**src/rtl/gf2_row_skew_feeder.sv**
```systemverilog
// Row feeder for the GF(2) systolic systemizer: streams accepted rows into the top edge with a
// per-column diagonal skew, then flushes zeros. Optional macro FEEDER_UNDERRUN_STICKY_EN makes underrun sticky.
module gf2_row_skew_feeder #(
    parameter int N    = 8,
    parameter int ROWS = 8
) (
    input  logic         clk,
    input  logic         rst_n,
    input  logic         go,
    input  logic         row_valid,
    output logic         row_ready,
    input  logic [N-1:0] row_data,
    output logic [N-1:0] data_out,
    output logic [N-1:0] start_out,
    output logic         busy,
    output logic         done,
    output logic         underrun
);

    localparam int RCW = $clog2(ROWS + 1);
    localparam int FCW = $clog2(N + 1);
    localparam logic [RCW-1:0] LAST_ROW   = RCW'(ROWS - 1);
    localparam logic [FCW-1:0] LAST_FLUSH = FCW'(N - 1);

    typedef enum logic [1:0] {IDLE, STREAM, FLUSH, DONE} state_t;

    state_t         state, state_nx;
    logic [RCW-1:0] row_cnt;
    logic [FCW-1:0] flush_cnt;
    logic           accept;
    logic           miss;
    logic           first_row;

    assign accept    = row_valid && row_ready;
    assign miss      = (state == STREAM) && !row_valid;
    assign first_row = accept && (row_cnt == '0);

    always_ff @(posedge clk or negedge rst_n) begin
        if (!rst_n)
            state <= IDLE;
        else
            state <= state_nx;
    end

    always_comb begin
        state_nx  = state;
        row_ready = 1'b0;
        busy      = 1'b1;
        done      = 1'b0;
        case (state)
            IDLE: begin
                busy = 1'b0;
                if (go)
                    state_nx = STREAM;
            end
            STREAM: begin
                row_ready = 1'b1;
                if (row_valid && (row_cnt == LAST_ROW))
                    state_nx = FLUSH;
            end
            FLUSH: begin
                if (flush_cnt == LAST_FLUSH)
                    state_nx = DONE;
            end
            DONE: begin
                done     = 1'b1;
                state_nx = IDLE;
            end
            default: state_nx = IDLE;
        endcase
    end

    always_ff @(posedge clk or negedge rst_n) begin
        if (!rst_n) begin
            row_cnt   <= '0;
            flush_cnt <= '0;
        end else begin
            if (state == IDLE && go)
                row_cnt <= '0;
            else if (accept)
                row_cnt <= row_cnt + 1'b1;

            if (state == STREAM)
                flush_cnt <= '0;
            else if (state == FLUSH)
                flush_cnt <= flush_cnt + 1'b1;
        end
    end

`ifdef FEEDER_UNDERRUN_STICKY_EN
    always_ff @(posedge clk or negedge rst_n) begin
        if (!rst_n)
            underrun <= 1'b0;
        else if (state == IDLE && go)
            underrun <= 1'b0;
        else if (miss)
            underrun <= 1'b1;
    end
`else
    always_ff @(posedge clk or negedge rst_n) begin
        if (!rst_n)
            underrun <= 1'b0;
        else
            underrun <= miss;
    end
`endif

    // Column j is a j+1 deep shift chain; stage 0 sees zero unless a row is accepted.
    for (genvar j = 0; j < N; j++) begin : g_col
        logic [j:0] d_sh;
        logic [j:0] s_sh;
        if (j == 0) begin : g_first
            always_ff @(posedge clk or negedge rst_n) begin
                if (!rst_n) begin
                    d_sh <= '0;
                    s_sh <= '0;
                end else begin
                    d_sh <= accept & row_data[j];
                    s_sh <= first_row;
                end
            end
        end else begin : g_rest
            always_ff @(posedge clk or negedge rst_n) begin
                if (!rst_n) begin
                    d_sh <= '0;
                    s_sh <= '0;
                end else begin
                    d_sh <= {d_sh[j-1:0], accept & row_data[j]};
                    s_sh <= {s_sh[j-1:0], first_row};
                end
            end
        end
        assign data_out[j]  = d_sh[j];
        assign start_out[j] = s_sh[j];
    end

endmodule
```
**config.mk**
```make
export PLATFORM = sky130hd
export DESIGN_NAME = gf2_row_skew_feeder
export DESIGN_NICKNAME = d
export VERILOG_FILES = /design/src/rtl/gf2_row_skew_feeder.sv
export SDC_FILE = /design/constraint.sdc
export NUM_CORES = 1
export LEC_CHECK = 0
export BUFFER_PORTS_ARGS = -buffer_cell sky130_fd_sc_hd__buf_2
export CAP_MARGIN = 20
export CORE_UTILIZATION = 43
export DETAILED_ROUTE_END_ITERATION = 10
export GPL_TIMING_DRIVEN = 1
export SLEW_MARGIN = 20
export SYNTH_ARGS = -nofsm -noshare
export SYNTH_HDL_FRONTEND = slang
export SYNTH_SLANG_ARGS = --single-unit
```
**constraint.sdc**
```tcl
create_clock -name clk -period 2.7 [get_ports clk]
set_input_delay 0.135 -clock clk [delete_from_list [all_inputs] [get_ports clk]]
set_output_delay 0.135 -clock clk [all_outputs]
set_load 0.01 [all_outputs]
```
==> key figures, run 1 <==
Final layout
  • Final core occ: 51.9%
  • Nets@finish: 170
  • Final instance area: 0.00212 mm²
  • Area Growth Syn to Fin: 13.6%
  • Number of diodes: 0
  • Share of layout cells above drive strength 1: 27.8%
  • # fillers: 356

STA
  • Setup repair after global routing missed its margin: no
  • Final Hold Fails: 0
  • Setup TNS: 0 ps
  • Max Clock Skew: 2.70 ps
  • Hold WS: 74.3 ps
  • Tmin final: 1810 ps
  • Setup Viol. Count Final: 0
  • Fin. max-slew vios: 0
  • Period utilization: 66.9%
  • Worst-margin pin slew: 661 ps
  • Max-slew headroom: 55.9%
  • Maximum clock rate: 0.554 GHz

Critical path
  • Reg2reg start: state[1]
  • CP required: 2920 ps
  • Startpoint type of the worst setup path: flop
  • Critical path peak fanout: 17
  • Worst R2R Path Depth: 5
  • Critical Path AT: 2020 ps
  • CP Class: reg -> reg
  • R2R Path End: row_cnt[3]
  • CP Capture Type: flop
  • Reg-to-reg slack, setup: 890 ps

Floorplanning
  • Die Ht: 67.9 µm
  • Die width: 67.9 µm
  • Initial Util: 45.7%
  • CORE AREA: 0.00409 mm²
  • Die footprint: 0.00461 mm²
  • I/O pin cnt: 32
  • Num rows: 23

Synth
  • Post-synth EDFFs: 0
  • Synth unique cells: 27
  • Synth top area cells: dfrtp_1 74%, ha_1 5.4%, buf_4 3.6%
  • Primary FF master, synth: dfrtp_1
  • Synthesized flop and latch total: 55
  • Post-Syn Area: 0.00187 mm²
  • Most frequent cell after synthesis: dfrtp_1
  • Post-synth top area share: 73.8%
  • Top post-synthesis cells by count: 55 x dfrtp_1, 9 x buf_4, 8 x and3_1, 8 x ha_1, 8 x inv_1
  • Yosys warns: 0
  • Average size of a mapped cell: 15.3 µm²
  • Seq/Total Area, Yosys: 73.8%
  • Ys async rst share: 100%
  • Yosys top cell by area: dfrtp_1
  • Synth Instances: 122
  • Syn nets: 142

Detailed routing
  • Drt total wl: 2.63 mm
  • DRC Markers: 0
  • Vias: 974
  • Antenna Violating Nets Remaining: 0
  • 1st-iter DRT viols: 53
  • First-pass DRT Iterations: 4
  • Via density: 4.85
  • WL per Instance: 13.1 µm

Clocking
  • Clock tree buffer depth: 2
  • Skew-Pair Late Insertion Delay: 290 ps
  • CTS tree: built
  • Total clock sinks: 55
  • CTS root buf: clkbuf_8
  • CTS H-Tree Depth: 2
  • Num CTS Buffers: 5
  • PostCTS Resize Cnt: 0
  • Reg clk slew, reported paths: 90 ps

Power and ir drop
  • P_leak: 1.17 nW
  • Sw power: 0.648 mW
  • Comb power frac: 26.3%
  • Sequential Power Share: 51.7%
  • Internal power: 1.46 mW
  • Power share of the clock group: 21.9%
  • Power density cells: 993 mW/mm²
  • VDD IR max: 518 µV
  • Switching share of power: 30.8%

Min path
  • Hold path startpoint: go
  • Hold crit path type: in -> reg
  • WHS Path Cells: 2
  • Hold endpoint: row_cnt[2]

Run
  • Max Cap Violations: 0

Global route
  • First-pass GRT wire length: 4.28 mm
  • Grt total ovfl: 0
  • Initial antenna violation count: 0
  • Vias in the first global route: 990
  • Total GRT Usage: 13.3%
  • Pin count of the biggest net entering global routing: 56

Place
  • Placer Congestion: 0.738
  • Cell Area, Placed: 0.00201 mm²
  • Hpwl dp: 1.78 mm
  • Port bufs: 31

Run status
  • Status: complete, no violations
==> placed cells by master, fill, tap and decap left out, drive strengths merged, types with 3 or more instances in the layout <==
master and instances:
a21oi 3, and3 8, buf 31, clkbuf 6, dfrtp 55, ha 8, inv 8, mux2i 3
nand3 3, nand3b 3
==> layer usage <==
layer | global-route usage, % | share of wire (%) | up-vias
met4 | 8.07 | 1.9 | 0
met5 | 0 | 0 | -
met2 | 24.0 | 53 | 24
met3 | 3.50 | 3.8 | 5
li1 | - | - | 447
met1 | 13.6 | 41 | 498
==> state kept, by name, indices dropped and copies added, names as in the netlist <==
name and flops:
g_col.d_sh 36, row_cnt 4, g_col.s_sh 8, state 2, flush_cnt 4, underrun 1
==> critical path, cell delays in order, from the launching register on <==
cell and delay [ps]:
dfrtp_1 420, inv_1 100, ha_1 500, nand2_2 180, or3_1 370, a22oi_1 150
==> timing repair <==
item	CTS	global route
buffers inserted	0	0
hold endpoints to repair	0	55
hold buffers	0	1
==> how the worst max path moves through the flow <==
stage / start / to / slack (ps) / depth (start not counted)
2_1_floorplan: state[0] / state[1] / 1170 / 5
3_3_place_gp: state[1] / row_cnt[3] / 1000 / 5
6_report: state[1] / row_cnt[3] / 890 / 5
3_5_place_dp: state[1] / row_cnt[3] / 880 / 5
5_1_grt: state[1] / row_cnt[3] / 730 / 5
4_1_cts: state[1] / row_cnt[3] / 880 / 5
==> metrics by stage <==
stage	cells	total power [mW]	setup WS, ps
after floorplan	122	1.50	1170
final	201	2.10	895
after global placement	192	1.61	996
after global routing	201	2.24	728
after detailed placement	192	1.67	882
after CTS	200	2.13	884
==> layout make-up <==
class / count / area [µm²] / area share (%)
well taps: 50 / 62.6 / 2.95
clock buffers: 6 / 82.6 / 3.90
multi-input cells: 48 / 384 / 18.1
repair buffers: 32 / 168 / 7.91
inverters: 8 / 30.0 / 1.42
flip-flops and latches: 55 / 1380 / 64.9
clock inverters: 2 / 16.3 / 0.767
==> power groups by stage <==
stage / clock network (mW) / logic (mW) / registers [mW]
after floorplan: 0 / 0.396 / 1.10
after global placement: 0 / 0.519 / 1.09
after detailed placement: 0 / 0.560 / 1.11
after CTS: 0.484 / 0.561 / 1.09
after global routing: 0.517 / 0.614 / 1.11
final: 0.461 / 0.554 / 1.09
==> cell families (layout without fill, tap and decap cells) <==
kind of cell	Yosys count	count (layout)	share of synthesized area, %
XOR/XNOR	2	2	0.939
buffers and inverters	19	48	5.63
AND/OR/NAND/NOR	23	23	7.85
adder cells (fa/ha/maj)	8	8	5.37
multiplexers	5	5	2.82
AO/OA/AOI/OAI	10	10	3.62
flip-flops	55	55	73.8
Note: power is estimated with default switching activity, not from simulation.
==> run 2: changes to the inputs <==
--- a/config.mk
+++ b/config.mk
@@ -5,6 +5,7 @@
 export SDC_FILE = /design/constraint.sdc
 export NUM_CORES = 1
 export LEC_CHECK = 0
+export ABC_AREA = 1
 export BUFFER_PORTS_ARGS = -buffer_cell sky130_fd_sc_hd__buf_2
 export CAP_MARGIN = 20
 export CORE_UTILIZATION = 43
==> constraint.sdc (replaced) <==
create_clock -name clk -period 1.8 [get_ports clk]
set_input_delay 0.09 -clock clk [delete_from_list [all_inputs] [get_ports clk]]
set_output_delay 0.09 -clock clk [all_outputs]
set_load 0.01 [all_outputs]
==> run 2 against run 1 <==
  * Combinational power up 45%
  * Highest routed layer unchanged
  * Utilization up 2.4 points
  * Critical endpoint unchanged
  * Cell area up 5.3%
  * Worst setup slack worse by 610 ps
  * Clock skew up 3.6 ps
  * Maximum frequency up 19%
  * Sequential cell count unchanged
==> key figures, run 2 <==
Final layout
  • Multi-input logic area: 360 µm² (-6.2%)
  • Most frequent cells in the layout: 55 x dfrtp_1, 31 x buf_2, 21 x inv_1
  • Number of diodes: 0 (unchanged)
  • Top reg by flops: g_col.d_sh
  • Area Growth Syn to Fin: 17.9%
  • Max FFs per register: 36 (unchanged)
  • Share of layout cells above drive strength 1: 24.5% (-3.3 points)
  • Non-filler cells in the finished layout: 238 (+18%)
  • Final instance area: 0.00223 mm² (+5.3%)
  • Most common cell after layout, fill and taps aside: dfrtp_1
  • Final core occ: 54.2% (+2.4 points)
  • Nets@finish: 207 (+22%)
  • FF+latch area: 0.00138 mm² (unchanged)
  • Largest registers: g_col.d_sh: 36 flops, g_col.s_sh: 8 flops
  • # fillers: 334 (-6.2%)

Synth
  • Synthesized flop and latch total: 55 (unchanged)
  • Post-synth top area share: 72.7% (-1.1 points)
  • Average size of a mapped cell: 12.8 µm² (-16%)
  • Synth Instances: 148 (+21%)
  • Synth top area cells: dfrtp_1 73%, ha_1 5.3%, inv_1 4.2%
  • Yosys warns: 0 (unchanged)
  • Syn nets: 168 (+18%)
  • Ys async rst share: 100% (unchanged)
  • Yosys top cell by area: dfrtp_1
  • Post-Syn Area: 0.00189 mm² (+1.5%)
  • Top post-synthesis cells by count: 55 x dfrtp_1, 21 x inv_1, 15 x nand2_1, 15 x nor2_1, 9 x buf_4
  • Most frequent cell after synthesis: dfrtp_1
  • Synth unique cells: 20 (-26%)
  • Seq/Total Area, Yosys: 72.7% (-1.1 points)
  • Primary FF master, synth: dfrtp_1
  • Post-synth EDFFs: 0 (unchanged)

Min path
  • Hold crit path type: in -> reg
  • Hold path startpoint: row_data[0]

Critical path
  • Crit path from: state[1]
  • CP Capture Type: flop
  • Reg2reg start: state[1]
  • Startpoint type of the worst setup path: flop
  • CP required: 2000 ps (-920 ps)
  • Critical Path AT: 1710 ps (-310 ps)
  • Critical path peak fanout: 16 (-1)
  • CP Class: reg -> reg

STA
  • Maximum clock rate: 0.662 GHz (+19%)
  • Period utilization: 84.0% (+17 points)
  • Hold WS: 10.5 ps (-63.8 ps)
  • Fin. max-slew vios: 0 (unchanged)
  • Setup Viol. Count Final: 0 (unchanged)
  • Worst-margin pin slew: 432 ps (-229 ps)
  • Max Clock Skew: 6.32 ps (+3.61 ps)
  • Setup TNS: 0 ps (unchanged)
  • Max-slew headroom: 71.2% (+15 points)
  • Setup ws final: 289 ps (-606 ps)
  • Tmin final: 1510 ps (-294 ps)
  • Final Hold Fails: 0 (unchanged)
  • Setup repair after global routing missed its margin: no

Place
  • Worst slack, placed: 286 ps (-597 ps)
  • Hpwl dp: 1.90 mm (+6.7%)
  • Placed Cells: 220 (+15%)
  • Placer Congestion: 0.734 (-0.60%)
  • Port bufs: 31 (unchanged)
  • Cell Area, Placed: 0.00205 mm² (+2.0%)

Run status
  • Status: complete, no violations

Detailed routing
  • DRC Markers: 0 (unchanged)
  • 1st-iter DRT viols: 37 (-30%)
  • Drt total wl: 2.67 mm (+1.6%)
  • First-pass DRT Iterations: 3 (-1)
  • WL per Instance: 11.2 µm (-14%)
  • Vias: 1,073 (+10%)
  • Via density: 4.51 (-7.0%)
  • Antenna Violating Nets Remaining: 0 (unchanged)

Clocking
  • CTS tree: built
  • Skew-Pair Late Insertion Delay: 290 ps (about the same)
  • Total clock sinks: 55 (unchanged)
  • Num CTS Buffers: 5 (unchanged)
  • Reg clk slew, reported paths: 90 ps (about the same)
  • Post CTS Setup Buffer Count: 0 (unchanged)
  • CTS root buf: clkbuf_8
  • Hold buffers post-CTS: 10 (+10)
  • CTS H-Tree Depth: 2 (unchanged)
  • PostCTS Resize Cnt: 0 (unchanged)
  • Clock tree buffer depth: 2 (unchanged)

Floorplanning
  • Die width: 68.4 µm (+0.71%)
  • Num rows: 23 (unchanged)
  • I/O pin cnt: 32 (unchanged)
  • Initial Util: 46.0% (+0.35 points)
  • CORE AREA: 0.00412 mm² (+0.70%)
  • Die Ht: 68.4 µm (+0.71%)
  • Die footprint: 0.00467 mm² (+1.4%)

Run
  • Max Cap Violations: 0 (unchanged)

Global route
  • First-pass GRT wire length: 4.76 mm (+11%)
  • Vias in the first global route: 1,189 (+20%)
  • Grt total ovfl: 0 (unchanged)
  • Initial antenna violation count: 0 (unchanged)
  • Total GRT Usage: 14.6% (+1.3 points)
  • Pin count of the biggest net entering global routing: 21 (-63%)

Power and ir drop
  • VDD IR max: 556 µV (+7.4%)
  • Power density cells: 1370 mW/mm² (+38%)
  • Final Total Pwr: 3.06 mW (+45%)
  • P_leak: 1.26 nW (+7.2%)
run 2: worst max-delay path, cell delays in order, from the launching register on:
cell     delay [ps]
dfrtp_1         430
inv_1           110
ha_1            250
nand2_2         220
nor3_2          230
nand2_1          70
nand2_1          60
nor2_1           40
run 2: cells by family after synthesis:
group | after synthesis | share of synthesized area, %
AND/OR/NAND/NOR | 44 | 11.0
flip-flops | 55 | 72.7
AO/OA/AOI/OAI | 8 | 2.31
adder cells (fa/ha/maj) | 8 | 5.29
XOR/XNOR | 1 | 0.463
buffers and inverters | 32 | 8.26
run 2: cell type report:
class / count / share of cell area (%)
clock inverter: 3 / 0.673
clock buffer: 5 / 3.08
multi-input combinational: 61 / 16.1
tap: 50 / 2.80
timing repair buffer: 43 / 12.1
inverter: 21 / 3.53
sequential: 55 / 61.7
run 2: final timing paths:
path	endpoint	slack [ps]	depth (start not counted)
worst max-delay path	row_cnt[3]	290	7
worst min-delay path	g_col[0].d_sh	10	3
worst max register to register	row_cnt[3]	290	7
worst min register to register	g_col[6].d_sh[4]	350	0
max in group asynchronous	g_col[2].d_sh[2]	940	3
min in group asynchronous	g_col[7].d_sh[7]	260	2
run 2: power breakdown:
group	leakage [nW]	switching [mW]	total [mW]	internal, mW
Sequential	0.745	0.135	1.63	1.49
Combinational	0.465	0.492	0.806	0.314
Clock	0.0477	0.360	0.627	0.267
run 2: per-layer routing:
| layer | up-vias | part of all wire [%] | global-route usage (%) |
|---|---|---|---|
| met2 | 28 | 52 | 26.7 |
| met3 | 5 | 4.5 | 5.00 |
| met5 | - | 0 | 0 |
| met1 | 522 | 42 | 14.9 |
| li1 | 518 | - | - |
| met4 | 0 | 1.4 | 6.25 |
==> run 3: changes to the inputs <==
==> constraint.sdc (replaced) <==
create_clock -name clk -period 1.55 [get_ports clk]
set_input_delay 0.0775 -clock clk [delete_from_list [all_inputs] [get_ports clk]]
set_output_delay 0.0775 -clock clk [all_outputs]
set_load 0.01 [all_outputs]
==> run 3 against run 2 <==
  * First-iteration DRC count is 24% higher
  * Clock skew is 4.4 ps lower
  * Total power is 19% higher
  * Die area stayed put
  * Highest routed layer unchanged
  * Wire length is 2.5% higher
  * Largest power group unchanged
  * Sequential share of layout area is 0.72 points lower
  * Combinational power is 21% higher
  * Register-to-register slack worse by 120 ps
==> key figures, run 3 (same netlist as run 2, synthesis figures left out) <==
Power and ir drop
  • Switching share of power: 32.6% (+0.37 points)
  • Sequential Power Share: 51.9% (-1.2 points)
  • Power share of the clock group: 21.4% (+0.9 points)
  • Comb power frac: 26.8% (+0.4 points)
  • Sw power: 1.19 mW (+20%)
  • VDD IR max: 736 µV (+32%)
  • Internal power: 2.45 mW (+18%)
  • P_leak: 1.26 nW (about the same)
  • Power density cells: 1610 mW/mm² (+17%)

Floorplanning
  • Initial Util: 46.0% (unchanged)
  • Die width: 68.4 µm (unchanged)
  • I/O pin cnt: 32 (unchanged)
  • Die Ht: 68.4 µm (unchanged)
  • Die footprint: 0.00467 mm² (unchanged)
  • Num rows: 23 (unchanged)
  • CORE AREA: 0.00412 mm² (unchanged)

STA
  • Setup repair after global routing missed its margin: no
  • Setup ws final: 169 ps (-119 ps)
  • Worst-margin pin slew: 274 ps (-158 ps)
  • Setup Viol. Count Final: 0 (unchanged)
  • Fin. max-slew vios: 0 (unchanged)
  • Max Clock Skew: 1.96 ps (-4.36 ps)
  • Setup TNS: 0 ps (unchanged)
  • Maximum clock rate: 0.724 GHz (+9.5%)
  • Max-slew headroom: 81.8% (+11 points)
  • Final Hold Fails: 0 (unchanged)
  • Hold WS: 15.5 ps (+4.99 ps)
  • Period utilization: 89.1% (+5.1 points)
  • Tmin final: 1380 ps (-131 ps)

Clocking
  • Reg clk slew, reported paths: 90 ps (about the same)
  • Num CTS Buffers: 5 (unchanged)
  • CTS tree: built
  • CTS H-Tree Depth: 2 (unchanged)
  • Skew-Pair Late Insertion Delay: 300 ps (about the same)
  • Clock tree buffer depth: 2 (unchanged)
  • Total clock sinks: 55 (unchanged)
  • CTS root buf: clkbuf_8

Final layout
  • # fillers: 349 (+4.5%)
  • FF+latch area: 0.00138 mm² (unchanged)
  • Share of layout cells above drive strength 1: 25.5% (+1.1 points)
  • Nets@finish: 207 (unchanged)
  • Most common cell after layout, fill and taps aside: dfrtp_1
  • Top reg by flops: g_col.d_sh
  • Largest registers: g_col.d_sh: 36 flops, g_col.s_sh: 8 flops
  • Area Growth Syn to Fin: 19.3%
  • Most frequent cells in the layout: 55 x dfrtp_1, 31 x buf_2, 21 x inv_1
  • Max FFs per register: 36 (unchanged)
  • Number of diodes: 0 (unchanged)
  • Multi-input logic area: 365 µm² (+1.4%)

Critical path
  • CP Capture Type: flop
  • Critical Path AT: 1580 ps (-130 ps)
  • CP Class: reg -> reg
  • R2R Path End: row_cnt[3]
  • Startpoint type of the worst setup path: flop
  • Reg2reg start: state[1]
  • CP required: 1750 ps (-250 ps)
  • Worst R2R Path Depth: 7 (unchanged)
  • Critical path peak fanout: 8 (-8)
  • Reg-to-reg slack, setup: 170 ps (-120 ps)

Detailed routing
  • Via density: 4.57 (+1.4%)
  • DRC Markers: 0 (unchanged)
  • 1st-iter DRT viols: 46 (+24%)
  • WL per Instance: 11.5 µm (+2.5%)
  • First-pass DRT Iterations: 4 (+1)
  • Drt total wl: 2.74 mm (+2.5%)
  • Vias: 1,088 (+1.4%)
  • Antenna Violating Nets Remaining: 0 (unchanged)

Run
  • Max Cap Violations: 0 (unchanged)

Place
  • Hpwl dp: 1.87 mm (-1.2%)
  • Placer Congestion: 0.721 (-1.6%)
  • Worst slack, placed: 144 ps (-142 ps)
  • Port bufs: 31 (unchanged)

Global route
  • Pin count of the biggest net entering global routing: 56 (+170%)
  • Grt total ovfl: 0 (unchanged)
  • First-pass GRT wire length: 4.82 mm (+1.3%)
  • Total GRT Usage: 14.7% (+0.051 points)
  • Initial antenna violation count: 0 (unchanged)
  • Vias in the first global route: 1,125 (-5.4%)

Min path
  • WHS Path Cells: 2 (-1)
  • Hold crit path type: in -> reg
  • Hold path startpoint: go
  • Hold endpoint: row_cnt[1]

Run status
  • Status: complete, no violations
run 3: cell types whose count changed in the layout (fill, tap and decap cells not counted):
cell	previous run	this run
buf_12	0	1
buf_4	2	1
clkinvlp_4	0	1
ha_1	8	6
ha_2	0	2
clkinv_2	3	1
inv_8	0	1
run 3: per-stage QoR:
step,util [%],cells,cell area [µm²],power (mW)
after CTS,54.8,238,2250,3.68
after floorplan,-,148,1890,2.57
after global placement,50.1,220,2060,2.78
after global routing,54.9,238,2260,3.94
after detailed placement,50.1,220,2060,2.87
final,54.9,238,2260,3.64
run 3: timing repair:
| item | CTS | global route |
|---|---|---|
| hold buffers | 10 | 0 |
| hold endpoints to repair | 64 | 0 |
| setup buffers | 0 | 0 |
| gates resized for setup | 0 | 2 |
| endpoints found under the setup margin | 0 | 1 |
run 3: layout make-up:
| type | count | share of cell area, % |
|---|---|---|
| sequential | 55 | 60.9 |
| multi-input combinational | 61 | 16.2 |
| timing repair buffer | 43 | 12.5 |
| inverter | 21 | 3.49 |
| clock buffer | 5 | 3.05 |
| tap | 50 | 2.77 |
| clock inverter | 3 | 1.05 |
run 3: layer usage:
layer  global-route usage (%)  vias to the layer above  wire, µm
met5                        0                        -         0
met4                     7.03                        0        41
met3                     5.33                        5       155
met2                     25.0                       32      1350
met1                     16.0                      531      1200
li1                         -                      520         -
run 3: power groups by stage:
stage	clock network, mW	logic (mW)	registers, mW
floorplan	0	0.664	1.90
global placement	0	0.884	1.89
detailed placement	0	0.948	1.92
CTS	0.817	0.971	1.89
global route	0.888	1.13	1.92
finish	0.776	0.973	1.89
run 3: how the worst max path moves through the flow:
stage | start | endpoint | slack [ps] | cells past startpoint
6_report | state[1] | row_cnt[3] | 170 | 7
3_3_place_gp | state[0] | flush_cnt[3] | 220 | 5
5_1_grt | state[1] | row_cnt[3] | 50 | 7
4_1_cts | state[0] | flush_cnt[3] | 120 | 5
2_1_floorplan | state[1] | row_cnt[3] | 240 | 7
3_5_place_dp | state[0] | flush_cnt[3] | 140 | 5
run 3: worst max-delay path, cell delays in order, from the launching register on:
cell and delay [ps]:
dfrtp_1 430, inv_1 120, ha_2 230, nand2_2 120, nor3_2 200, nand2_1 70
nand2_1 60, nor2_1 50
